## src/rtl/pipelined_control_unit.sv

```systemverilog
// ==== pipelined_control_unit: pipelined MIPS ID decode with EX/MEM/WB control bundle ====
// ==== load-use interlock, HI/LO busy tracking, branch flush              -- rev 1.0   ====
`default_nettype none

module pipelined_control_unit #(
  parameter int MULT_CYCLES        = 4,
  parameter int DIV_CYCLES         = 32,
  parameter int COUNT_WIDTH        = 6,
  parameter int LOAD_USE_INTERLOCK = 1
) (
  input  logic        clk,
  input  logic        rst,
  input  logic [31:0] instructionData,
  input  logic        instructionValid,
  input  logic        flush,
  output logic        stall,
  output logic        hiloBusy,
  output logic        ex_valid,
  output logic [5:0]  ex_funct,
  output logic [4:0]  ex_shamt,
  output logic        ex_useImmediate,
  output logic        ex_signExtend,
  output logic [3:0]  ex_branchMode,
  output logic [4:0]  ex_rs,
  output logic [4:0]  ex_rt,
  output logic [2:0]  mem_readMode,
  output logic [2:0]  mem_writeMode,
  output logic        mem_unsignedLoad,
  output logic        wb_registerWrite,
  output logic [4:0]  wb_writeAddress,
  output logic [1:0]  wb_writeSource
);

  // Branch modes, memory modes, write sources, destination selectors
  localparam logic [3:0] BR_NONE = 4'd0, BR_EQ = 4'd1, BR_NE = 4'd2, BR_LEZ = 4'd3,
                         BR_GTZ = 4'd4, BR_LTZ = 4'd5, BR_GEZ = 4'd6, BR_J = 4'd7, BR_JR = 4'd8;
  localparam logic [2:0] MEM_NONE = 3'd0, MEM_BYTE = 3'd1, MEM_HALF = 3'd2, MEM_WORD = 3'd3;
  localparam logic [1:0] WS_NONE = 2'd0, WS_RESULT = 2'd1, WS_MEMORY = 2'd2, WS_NEXT_PC = 2'd3;
  localparam logic [1:0] DST_NONE = 2'd0, DST_RD = 2'd1, DST_RT = 2'd2, DST_RA = 2'd3;
  localparam logic [5:0] F_SLL = 6'h00, F_ADD = 6'h20, F_ADDU = 6'h21, F_SUB = 6'h22,
                         F_AND = 6'h24, F_OR = 6'h25, F_XOR = 6'h26, F_SLT = 6'h2a, F_SLTU = 6'h2b;

  logic [5:0] op, fn;
  logic [4:0] rs, rt, rd;
  assign op = instructionData[31:26];
  assign rs = instructionData[25:21];
  assign rt = instructionData[20:16];
  assign rd = instructionData[15:11];
  assign fn = instructionData[5:0];

  logic       dec_valid, dec_use_imm, dec_sext, dec_unsigned, dec_regw;
  logic       reads_rs, reads_rt, dec_hilo, dec_mult, dec_div;
  logic [5:0] dec_funct;
  logic [4:0] dec_shamt, dec_addr;
  logic [3:0] dec_branch;
  logic [2:0] dec_read, dec_write;
  logic [1:0] dec_dst, dec_src;

  always_comb begin
    dec_valid = 1'b1;  dec_funct = 6'd0;     dec_shamt = 5'd0;    dec_use_imm = 1'b0;
    dec_sext = 1'b0;   dec_branch = BR_NONE; dec_read = MEM_NONE; dec_write = MEM_NONE;
    dec_unsigned = 1'b0; dec_regw = 1'b0;    dec_dst = DST_NONE;  dec_src = WS_NONE;
    reads_rs = 1'b1;   reads_rt = 1'b0;      dec_hilo = 1'b0;     dec_mult = 1'b0;
    dec_div = 1'b0;
    case (op)
      6'h00: begin
        reads_rt = 1'b1; dec_funct = fn; dec_shamt = instructionData[10:6];
        case (fn)
          6'h00, 6'h02, 6'h03, 6'h04, 6'h06, 6'h07, 6'h20, 6'h21, 6'h22, 6'h23,
          6'h24, 6'h25, 6'h26, 6'h27, 6'h2a, 6'h2b: begin
            dec_regw = 1'b1; dec_dst = DST_RD; dec_src = WS_RESULT;
          end
          6'h08: dec_branch = BR_JR;
          6'h09: begin
            dec_branch = BR_JR; dec_regw = 1'b1; dec_dst = DST_RD; dec_src = WS_NEXT_PC;
          end
          6'h10, 6'h12: begin
            dec_hilo = 1'b1; dec_regw = 1'b1; dec_dst = DST_RD; dec_src = WS_RESULT;
          end
          6'h11, 6'h13: dec_hilo = 1'b1;
          6'h18, 6'h19: begin dec_hilo = 1'b1; dec_mult = 1'b1; end
          6'h1a, 6'h1b: begin dec_hilo = 1'b1; dec_div = 1'b1; end
          default: dec_valid = 1'b0;
        endcase
      end
      6'h01: begin
        dec_sext = 1'b1;
        if (rt == 5'd0)      dec_branch = BR_LTZ;
        else if (rt == 5'd1) dec_branch = BR_GEZ;
        else                 dec_valid = 1'b0;
      end
      6'h02: begin reads_rs = 1'b0; dec_branch = BR_J; end
      6'h03: begin
        reads_rs = 1'b0; dec_branch = BR_J; dec_regw = 1'b1; dec_dst = DST_RA; dec_src = WS_NEXT_PC;
      end
      6'h04, 6'h05: begin
        reads_rt = 1'b1; dec_funct = F_SUB; dec_sext = 1'b1;
        dec_branch = (op == 6'h04) ? BR_EQ : BR_NE;
      end
      6'h06: begin dec_sext = 1'b1; dec_branch = BR_LEZ; end
      6'h07: begin dec_sext = 1'b1; dec_branch = BR_GTZ; end
      6'h08, 6'h09, 6'h0a, 6'h0b, 6'h0c, 6'h0d, 6'h0e, 6'h0f: begin
        dec_use_imm = 1'b1; dec_regw = 1'b1; dec_dst = DST_RT; dec_src = WS_RESULT;
        dec_sext = (op <= 6'h0b);
        case (op)
          6'h08:   dec_funct = F_ADD;
          6'h09:   dec_funct = F_ADDU;
          6'h0a:   dec_funct = F_SLT;
          6'h0b:   dec_funct = F_SLTU;
          6'h0c:   dec_funct = F_AND;
          6'h0d:   dec_funct = F_OR;
          6'h0e:   dec_funct = F_XOR;
          default: begin dec_funct = F_SLL; dec_shamt = 5'd16; end
        endcase
      end
      6'h20, 6'h21, 6'h23, 6'h24, 6'h25: begin
        dec_funct = F_ADD; dec_use_imm = 1'b1; dec_sext = 1'b1;
        dec_regw = 1'b1; dec_dst = DST_RT; dec_src = WS_MEMORY;
        dec_unsigned = (op == 6'h24) || (op == 6'h25);
        dec_read = (op == 6'h23) ? MEM_WORD : ((op == 6'h21 || op == 6'h25) ? MEM_HALF : MEM_BYTE);
      end
      6'h28, 6'h29, 6'h2b: begin
        dec_funct = F_ADD; dec_use_imm = 1'b1; dec_sext = 1'b1; reads_rt = 1'b1;
        dec_write = (op == 6'h2b) ? MEM_WORD : ((op == 6'h29) ? MEM_HALF : MEM_BYTE);
      end
      default: dec_valid = 1'b0;
    endcase
  end

  always_comb begin
    case (dec_dst)
      DST_RD:  dec_addr = rd;
      DST_RT:  dec_addr = rt;
      DST_RA:  dec_addr = 5'd31;
      default: dec_addr = 5'd0;
    endcase
  end

  // Control bundle riding along EX and MEM toward WB
  logic [2:0]             ex_readMode, ex_writeMode;
  logic                   ex_unsignedLoad, ex_registerWrite, mem_registerWrite;
  logic [4:0]             ex_writeAddress, mem_writeAddress;
  logic [1:0]             ex_writeSource, mem_writeSource;
  logic [COUNT_WIDTH-1:0] hilo_count;
  logic                   load_use, hilo_hazard, accept;

  assign load_use = (LOAD_USE_INTERLOCK != 0) && ex_valid && (ex_readMode != MEM_NONE) &&
                    (ex_writeAddress != 5'd0) && dec_valid &&
                    ((reads_rs && rs == ex_writeAddress) || (reads_rt && rt == ex_writeAddress));
  assign hilo_hazard = (hilo_count != '0) && dec_valid && dec_hilo;
  assign stall       = instructionValid && !flush && (load_use || hilo_hazard);
  assign hiloBusy    = (hilo_count != '0);
  assign accept      = instructionValid && !flush && !stall && dec_valid;

  always_ff @(posedge clk) begin
    if (rst || !accept) begin
      ex_valid <= 1'b0;       ex_funct <= 6'd0;        ex_shamt <= 5'd0;
      ex_useImmediate <= 1'b0; ex_signExtend <= 1'b0;  ex_branchMode <= BR_NONE;
      ex_rs <= 5'd0;          ex_rt <= 5'd0;           ex_readMode <= MEM_NONE;
      ex_writeMode <= MEM_NONE; ex_unsignedLoad <= 1'b0; ex_registerWrite <= 1'b0;
      ex_writeAddress <= 5'd0; ex_writeSource <= WS_NONE;
    end else begin
      ex_valid <= 1'b1;       ex_funct <= dec_funct;   ex_shamt <= dec_shamt;
      ex_useImmediate <= dec_use_imm; ex_signExtend <= dec_sext; ex_branchMode <= dec_branch;
      ex_rs <= rs;            ex_rt <= rt;             ex_readMode <= dec_read;
      ex_writeMode <= dec_write; ex_unsignedLoad <= dec_unsigned;
      ex_registerWrite <= dec_regw && (dec_addr != 5'd0);
      ex_writeAddress <= dec_addr; ex_writeSource <= dec_src;
    end
  end

  always_ff @(posedge clk) begin
    if (rst) begin
      mem_readMode <= MEM_NONE; mem_writeMode <= MEM_NONE; mem_unsignedLoad <= 1'b0;
      mem_registerWrite <= 1'b0; mem_writeAddress <= 5'd0; mem_writeSource <= WS_NONE;
      wb_registerWrite <= 1'b0; wb_writeAddress <= 5'd0; wb_writeSource <= WS_NONE;
    end else begin
      mem_readMode <= ex_readMode; mem_writeMode <= ex_writeMode;
      mem_unsignedLoad <= ex_unsignedLoad; mem_registerWrite <= ex_registerWrite;
      mem_writeAddress <= ex_writeAddress; mem_writeSource <= ex_writeSource;
      wb_registerWrite <= mem_registerWrite; wb_writeAddress <= mem_writeAddress;
      wb_writeSource <= mem_writeSource;
    end
  end

  // Busy count loads as the multicycle op enters EX, then drains to zero
  always_ff @(posedge clk) begin
    if (rst)                      hilo_count <= '0;
    else if (accept && dec_mult)  hilo_count <= COUNT_WIDTH'(MULT_CYCLES - 1);
    else if (accept && dec_div)   hilo_count <= COUNT_WIDTH'(DIV_CYCLES - 1);
    else if (hilo_count != '0)    hilo_count <= hilo_count - 1'b1;
  end

endmodule

`default_nettype wire

```

## config.mk

```make
export PLATFORM = sky130hd
export DESIGN_NAME = pipelined_control_unit
export DESIGN_NICKNAME = d
export VERILOG_FILES = /design/src/rtl/pipelined_control_unit.sv
export SDC_FILE = /design/constraint.sdc
export NUM_CORES = 1
export LEC_CHECK = 0
export BUFFER_PORTS_ARGS = -buffer_cell sky130_fd_sc_hd__buf_4
export CORE_ASPECT_RATIO = 0.9
export CORE_MARGIN = 3
export CORE_UTILIZATION = 30
export CTS_BUF_LIST = sky130_fd_sc_hd__clkbuf_8
export CTS_CLUSTER_DIAMETER = 200
export DETAILED_ROUTE_END_ITERATION = 7
export SYNTH_ARGS = -nofsm -noshare
export SYNTH_HDL_FRONTEND = slang
export SYNTH_SLANG_ARGS = --single-unit
```

## constraint.sdc

```tcl
create_clock -name clk -period 4.3 [get_ports clk]
set_clock_uncertainty 0.05 [all_clocks]
set_input_delay 0.43 -clock clk [delete_from_list [all_inputs] [get_ports clk]]
set_output_delay 0.43 -clock clk [all_outputs]
set_load 0.02 [all_outputs]
```

==> impl_metrics.ini, run 1 <==
[routing]
via_count = 2443
drt-initial-drc-count = 153
ant_nets = 0
drtPass1Iterations = 4
wl_per_cell_um = 13.9
drt-total-wl_um = 7150
drc = 0
detail_route.vias_per_cell = 4.75

[floorplanning]
die_area_um2 = 10800
die_w_um = 109
die_y_um = 98.9
ioPinCount = 81
num_rows = 33
start_util_pct = 31.3
coreArea_um2 = 9210

[timing]
slew_headroom_pct = 24.2
rsz0062_at_grt = no
tns_ns = 0
setup-violations-final = 0
hold_violations = 0
drv_slew = 0
timing.hold.ws_ns = 0.258
fin_crit_sh_pct = 74.9
max_freq_mhz = 310
post-route-min-period_ns = 3.22
max_slew.worst_pin.slew_ns = 1.13

[clock_network]
clockRootBuffer = clkbuf_8
clk_latency_ns = 0.34
path_clk_slew_ns = 0.08
cts_sinks = 68
cts_buffers = 9
ctsHoldBuffers = 0
ctsResizeCount = 0
postCtsSetupBuffers = 0
htreeDepth = 3
cts_tree = yes
clock_path_buffers = 2

[setup_path]
path_max_fanout = 26
reg2reg_from = hilo_count[0]
startpoint = instructionData[29]
cp_cell_sequence = buf_4, or4_4, nor3_2, nand3_1, nand3_1, or3_1, clkinv_2, and3_1
crit_end = ex_shamt[3]
cpPeakStageDelay_ns = 0.66
path_common_cell = nand3_1
required_ns = 4.48
criticalPathCategory = primary input to register
r2r_slack_ns = 1.32
cpMaxStageDelayCell = or3_1
cp.arrival_ns = 3.40
critPathLaunchType = primary input
r2r_cells = 9
r2r-end = ex_useImmediate
end_kind = register

[hold_path]
hold_class = primary input to register

[status]
status = finished clean

[place]
place_inst = 498
dp_hpwl_um = 5200
port_buffers = 78
place_congestion = 0.865

[logic_synthesis]
synthArstFlopShare_pct = 0
synthTopCellsByArea = dfxtp_1, nor2b_1, a21oi_1
yosysSeqAreaShare_pct = 47.3
synth.avg_cell_area_um2 = 9.08
ys.warnings.count = 0
synth_flop_cell = dfxtp_1
syn_inst = 317
synth_edf_count = 0
synthesis.area_um2 = 2880
yosys.cell_types.count = 55
ys_ff_latch = 68
synth_top_area_share_pct = 47.3
synth_largest_area_cell = dfxtp_1

[finish]
final_cell_mix = buf_4, dfxtp_1, nor2b_1
diodes = 0
final_common_cell = buf_4
stdcell_count = 514
syn_to_final_growth_pct = 29.9
final_nets = 424
final_util_pct = 40.6
layout-drive-gt1-share_pct = 27.6
n_fill_cell = 937

[global_routing]
grt_max_degree = 30
grt_pass1_vias = 2313
antenna_found_initial = 0
grt_usage_pct = 13.8
grt_pass1_wl_um = 11700
grt_overflow = 0

[power_and_ir_drop]
p_leak_nw = 1.56
power.density_nw_per_um2 = 409
finalPower_mw = 1.53
ir_drop_v = 0.000143

[run]
drv_cap = 0
final cells by class:
type / instances / area [µm²] / share of cell area [%]
clock buffer: 9 / 124 / 3.31
clock inverter: 7 / 98.8 / 2.64
inverter: 9 / 35.0 / 0.937
sequential: 68 / 1360 / 36.4
tap: 122 / 153 / 4.08
multi-input combinational: 220 / 1370 / 36.7
timing repair buffer: 79 / 593 / 15.9
Yosys cell counts, drive strengths merged (2+ instances only):
cell,count
o2bb2ai,2
clkbuf,11
or4,3
nand3,4
buf,10
o21ai,20
nor3b,2
nor4,9
and2,12
a32oi,2
nor3,15
xor2,10
nand2,16
inv,8
a21oi,20
nor2b,28
or3,3
o31ai,2
dfxtp,68
nand2b,4
a211oi,10
nor2,26
and3,8
how the worst min path moves through the flow:
stage / cells after the start / to / from
finish: 2 / ex_rs[4] / instructionData[25]
global route: 2 / ex_rs[3] / instructionData[24]
CTS: 2 / ex_rs[3] / instructionData[24]
detailed placement: 1 / mem_unsignedLoad / ex_unsignedLoad
global placement: 1 / wb_writeAddress[0] / mem_writeAddress[0]
floorplan: 1 / mem_registerWrite / ex_registerWrite
state kept, by name, summed over array words and instances, names as in the netlist, 2 cells and up:
signal / count
hilo_count: 6
mem_writeAddress: 5
ex_branchMode: 4
ex_writeMode: 2
mem_writeSource: 2
ex_writeAddress: 5
ex_rt: 5
ex_shamt: 5
mem_writeMode: 2
ex_rs: 5
ex_writeSource: 2
ex_readMode: 2
mem_readMode: 2
wb_writeSource: 2
ex_funct: 6
wb_writeAddress: 5
through the flow:
stage	setup slack, ns	instance area (µm²)
6_report	1.08	3740
5_1_grt	0.825	3740
4_1_cts	1.09	3740
3_5_place_dp	0.732	3520
3_3_place_gp	0.867	3520
2_1_floorplan	1.83	2880
worst max-delay path: cells and delay by family:
family | cells | cell delay (ns)
simple gates | 6 | 2.30
buf+inv | 2 | 0.66
metal layers:
layer	global-route usage [%]	wire length (µm)	share of wire [%]
met3	3.99	444	6.2
met5	0	0	0
met1	18.6	3170	44
met2	21.1	3430	48
met4	4.31	108	1.5
logic make-up after synthesis:
logic type,Yosys count,synth area share [%]
XOR/XNOR,11,3.35
AND/OR/NAND/NOR,137,28.2
buffers and inverters,30,5.09
flip-flops,68,47.3
adder cells (fa/ha/maj),1,0.435
AO/OA/AOI/OAI,69,15.5
other,1,0.130
report_power, final:
group          total [mW]  switching (mW)  internal [mW]
clock network       0.581           0.251          0.330
registers           0.677          0.0221          0.655
logic               0.271           0.158          0.113
Note: power is estimated with default switching activity, not from simulation.
==> inputs of run 2 (changes only) <==
==> constraint.sdc (replaced) <==
create_clock -name clk -period 2.8 [get_ports clk]
set_clock_uncertainty 0.05 [all_clocks]
set_input_delay 0.28 -clock clk [delete_from_list [all_inputs] [get_ports clk]]
set_output_delay 0.28 -clock clk [all_outputs]
set_load 0.02 [all_outputs]
==> run 2 against run 1 <==
- flip-flop and latch count is the same
- register-to-register slack got worse by 0.90 ns
- via count increased by 1.2%
- final area rose by 0.57%
- global-route usage grew 0.066 points
- critical path depth grew 1
- total power rose by 52%
- critical endpoint is now ex_writeMode[0]
- largest cell class unchanged
- largest power group unchanged
==> impl_metrics.ini, run 2 (synthesized netlist as in run 1, its figures left out) <==
[routing]
wl_met2_um = 3390
via_count = 2472
top_layer_used = met4
drt-total-wl_um = 7300
ant_nets = 0
drt-initial-drc-count = 153
drc = 0
detail_route.vias_per_cell = 4.76
drtPass1Iterations = 5
wl_met3_um = 417
wl_per_cell_um = 14.1
drt-met1-wl_um = 3380

[power_and_ir_drop]
ir_drop_v = 0.000248
finalPower_mw = 2.32
comb_power_share_pct = 18.8
power.density_nw_per_um2 = 618
seqPwrFrac_pct = 44.7
switching_power_uw = 701
power.share.clock_pct = 36.5
p_sw_share_pct = 30.2
p_leak_nw = 1.57
intPower_mw = 1.62

[finish]
layout-drive-gt1-share_pct = 28.5
top_regs = ex_funct (6), hilo_count (6)
n_fill_cell = 910
final_util_pct = 40.8
multi_input_comb_area_um2 = 1370
diodes = 0
final_nets = 429
fin_area_um2 = 3760
syn_to_final_growth_pct = 30.7
seqCellArea_um2 = 1360
final_cell_mix = buf_4, dfxtp_1, nor2b_1
final_common_cell = buf_4
stdcell_count = 519

[clock_network]
cts_buffers = 9
path_clk_slew_ns = 0.08
clock_path_buffers = 2
ctsResizeCount = 0
ctsHoldBuffers = 0
htreeDepth = 3
cts_tree = yes
clockRootBuffer = clkbuf_8
clk_latency_ns = 0.35
cts_sinks = 68
postCtsSetupBuffers = 0

[run]
drv_cap = 0

[setup_path]
criticalPathCategory = register to register
cp.arrival_ns = 2.58
r2r_slack_ns = 0.42
path_max_fanout = 15
r2r_cells = 9
required_ns = 3.00
critPathLaunchType = register
end_kind = register
reg2reg_from = hilo_count[0]
r2r-end = ex_writeMode[0]

[status]
status = finished clean

[global_routing]
grt_pass1_wl_um = 11700
antenna_found_initial = 0
grt_overflow = 0
grt_pass1_vias = 2262
grt_max_degree = 30
grt_usage_pct = 13.8

[timing]
max_freq_mhz = 420
fin_crit_sh_pct = 85.1
setup-violations-final = 0
hold_violations = 0
rsz0062_at_grt = no
post-route-min-period_ns = 2.38
timing.hold.ws_ns = 0.0995
tns_ns = 0
final.setup.worst_slack_ns = 0.417
drv_slew = 0

[hold_path]
min_from = instructionData[22]
hold_class = primary input to register
whs_path_depth = 2
hold_path_end = ex_rs[1]

[place]
dp_hpwl_um = 5330
dpl_cell_area_um2 = 3550
port_buffers = 78
place_inst = 503
place_congestion = 0.915
place_ws_ns = 0.195

[floorplanning]
start_util_pct = 31.3
ioPinCount = 81
num_rows = 33
die_area_um2 = 10800
coreArea_um2 = 9210
die_w_um = 109
die_y_um = 98.9
run 2: cell count changes in the layout (fill, tap and decap cells not counted):
| cell | change |
|---|---|
| inv_6 | +1 |
| clkinvlp_4 | +1 |
| inv_8 | +1 |
| buf_4 | +5 |
| clkinv_4 | -1 |
| clkinv_2 | -1 |
| bufinv_16 | -1 |
run 2: worst max-delay path by stage:
stage                           end           startpoint  cells past startpoint
floorplan           ex_unsignedLoad        hilo_count[0]                     10
global placement    ex_writeMode[0]  instructionData[18]                      8
detailed placement  ex_writeMode[0]  instructionData[18]                      8
CTS                 ex_writeMode[0]        hilo_count[0]                      9
global route         ex_readMode[0]        hilo_count[0]                      9
finish              ex_writeMode[0]        hilo_count[0]                      9
run 2: power groups by stage:
stage,sequential [mW],combinational [mW],clock (mW)
3_3_place_gp,1.06,0.426,0
4_1_cts,1.04,0.439,0.875
5_1_grt,1.05,0.493,0.921
3_5_place_dp,1.06,0.436,0
2_1_floorplan,1.06,0.285,0
6_report,1.04,0.438,0.848
run 2: worst max-delay path, cell delays in order, from the launching register on:
cell	delay, ns
dfxtp_1	0.34
inv_1	0.06
ha_1	0.19
nor3b_1	0.25
nand2_1	0.23
nand3_1	0.15
nand3_1	0.08
or3_1	0.40
buf_4	0.23
a2111oi_2	0.33
run 2: area by class of cell:
| class | instances | share of cell area [%] |
|---|---|---|
| Clock inverter | 7 | 2.20 |
| Tap cell | 122 | 4.06 |
| Sequential cell | 68 | 36.2 |
| Timing Repair Buffer | 84 | 16.8 |
| Multi-Input combinational cell | 220 | 36.5 |
| Clock buffer | 9 | 3.29 |
| Inverter | 9 | 0.932 |
run 2: layer usage:
layer	GRT usage, %	vias to the layer above
li1	-	1252
met1	18.7	1121
met2	21.2	86
met3	3.80	13
met4	4.70	0
met5	0	-
==> inputs of run 3 (changes only) <==
--- a/config.mk
+++ b/config.mk
@@ -6,12 +6,15 @@
 export NUM_CORES = 1
 export LEC_CHECK = 0
 export BUFFER_PORTS_ARGS = -buffer_cell sky130_fd_sc_hd__buf_4
+export CELL_PAD_IN_SITES_DETAIL_PLACEMENT = 0
+export CELL_PAD_IN_SITES_GLOBAL_PLACEMENT = 1
 export CORE_ASPECT_RATIO = 0.9
 export CORE_MARGIN = 3
 export CORE_UTILIZATION = 30
 export CTS_BUF_LIST = sky130_fd_sc_hd__clkbuf_8
 export CTS_CLUSTER_DIAMETER = 200
 export DETAILED_ROUTE_END_ITERATION = 7
+export PLACE_DENSITY_LB_ADDON = 0.1
 export SYNTH_ARGS = -nofsm -noshare
 export SYNTH_HDL_FRONTEND = slang
 export SYNTH_SLANG_ARGS = --single-unit
==> run 3 against run 2 <==
- first-iteration DRC count fell by 5.9%
- final area fell by 0.83%
- fmax fell by 6.0%
- non-clock buffer count did not move
- sequential share of layout area rose by 0.30 points
==> impl_metrics.ini, run 3 (synthesized netlist as in run 1, its figures left out) <==
[setup_path]
startpoint = hilo_count[0]
criticalPathCategory = register to register
end_kind = register
crit_buf_inv = 2
path_max_fanout = 14
cp_cell_sequence = inv_1, ha_1, nor3b_1, nand2_1, nand3_1, nand3_1, or3_1, buf_4, nor4_1
critPathLaunchType = register
worst_path_dominant_cell_family = simple AND/OR/NAND/NOR gates
cpPeakStageDelay_ns = 0.43
cp.arrival_ns = 2.73
required_ns = 3.00
reg2reg_from = hilo_count[0]
path_common_cell = nand3_1
cpMaxStageDelayCell = or3_1
r2r_slack_ns = 0.27

[clock_network]
htreeDepth = 3
postCtsSetupBuffers = 0
cts_buffers = 9
ctsHoldBuffers = 0
clock_path_buffers = 2
cts_tree = yes
ctsResizeCount = 0
clk_latency_ns = 0.35
clockRootBuffer = clkbuf_8
cts_sinks = 68
path_clk_slew_ns = 0.08

[global_routing]
grt_overflow = 0
grt_pass1_vias = 2341
antenna_found_initial = 0
grt_usage_pct = 15.0
grt_pass1_wl_um = 12500
grt_max_degree = 30

[power_and_ir_drop]
power.density_nw_per_um2 = 593
ir_drop_v = 0.000174
p_leak_nw = 1.56
finalPower_mw = 2.21

[timing]
fin_crit_sh_pct = 90.5
setup-violations-final = 0
post-route-min-period_ns = 2.53
max_freq_mhz = 394
rsz0062_at_grt = no
hold_violations = 0
drv_slew = 0
tns_ns = 0

[routing]
ant_nets = 0
drt-total-wl_um = 7800
drc = 0
detail_route.vias_per_cell = 4.75
drt-initial-drc-count = 144
drtPass1Iterations = 5
via_count = 2464
wl_per_cell_um = 15.0

[finish]
final_cell_mix = buf_4, dfxtp_1, nor2b_1
syn_to_final_growth_pct = 29.6
layout-drive-gt1-share_pct = 28.5
fin_area_um2 = 3730
final_util_pct = 40.5
final_nets = 429
stdcell_count = 519
final_common_cell = buf_4
top_regs = ex_funct (6), hilo_count (6)
diodes = 0

[hold_path]
hold_class = primary input to register
min_from = instructionData[24]

[floorplanning]
die_area_um2 = 10800
ioPinCount = 81
num_rows = 33
die_y_um = 98.9
coreArea_um2 = 9210
start_util_pct = 31.3
die_w_um = 109

[run]
drv_cap = 0

[status]
status = finished clean

[place]
place_inst = 503
port_buffers = 78
place_congestion = 0.772
dpl_cell_area_um2 = 3550
dp_hpwl_um = 5590
[run 3: cell types whose count changed in the layout (fill, tap and decap cells not counted)]
cell	change
bufinv_16	-1
clkinv_4	+2
inv_6	-2
clkinv_2	+2
inv_8	-1
[run 3: final cells by class]
type	instances	area [µm²]
Clock buffer	9	124
Clock inverter	7	51.3
Fill cell	968	5480
Inverter	9	35.0
Multi-Input combinational cell	220	1370
Sequential cell	68	1360
Tap cell	122	153
Timing Repair Buffer	84	631
[run 3: power by group]
| part | total (mW) | switching (mW) | internal, mW |
|---|---|---|---|
| Combinational | 0.440 | 0.250 | 0.190 |
| Sequential | 1.04 | 0.0327 | 1.01 |
| Clock | 0.732 | 0.409 | 0.323 |
[run 3: path summary, 6_finish.rpt]
path / end / cells after the start
hold / removal: ex_rs[3] / 2
hold reg to reg: wb_writeAddress[0] / 1
setup / recovery: ex_readMode[0] / 9
setup reg to reg: ex_readMode[0] / 9
[run 3: stage by stage]
step / worst slack, ns / hold WS (ns)
after floorplan: 0.330 / 0.352
after global placement: 0.265 / 0.369
after detailed placement: 0.179 / 0.373
after CTS: 0.267 / 0.0767
after global routing: 0.0649 / 0.0797
final: 0.265 / 0.0878
[run 3: worst register-to-register path, delay by kind of cell (launching register included)]
| family | cells | cell delay (ns) |
|---|---|---|
| adders and majority gates | 1 | 0.23 |
| buffers and inverters | 2 | 0.30 |
| and+or+nand+nor | 6 | 1.52 |
| DFF | 1 | 0.33 |
[run 3: metal layers]
metal	wire length (µm)	share of wire, %	track usage [%]
met2	3590	46	22.5
met5	0	0	0
met3	417	5.3	5.24
met1	3710	48	20.5
met4	78	1.0	4.03
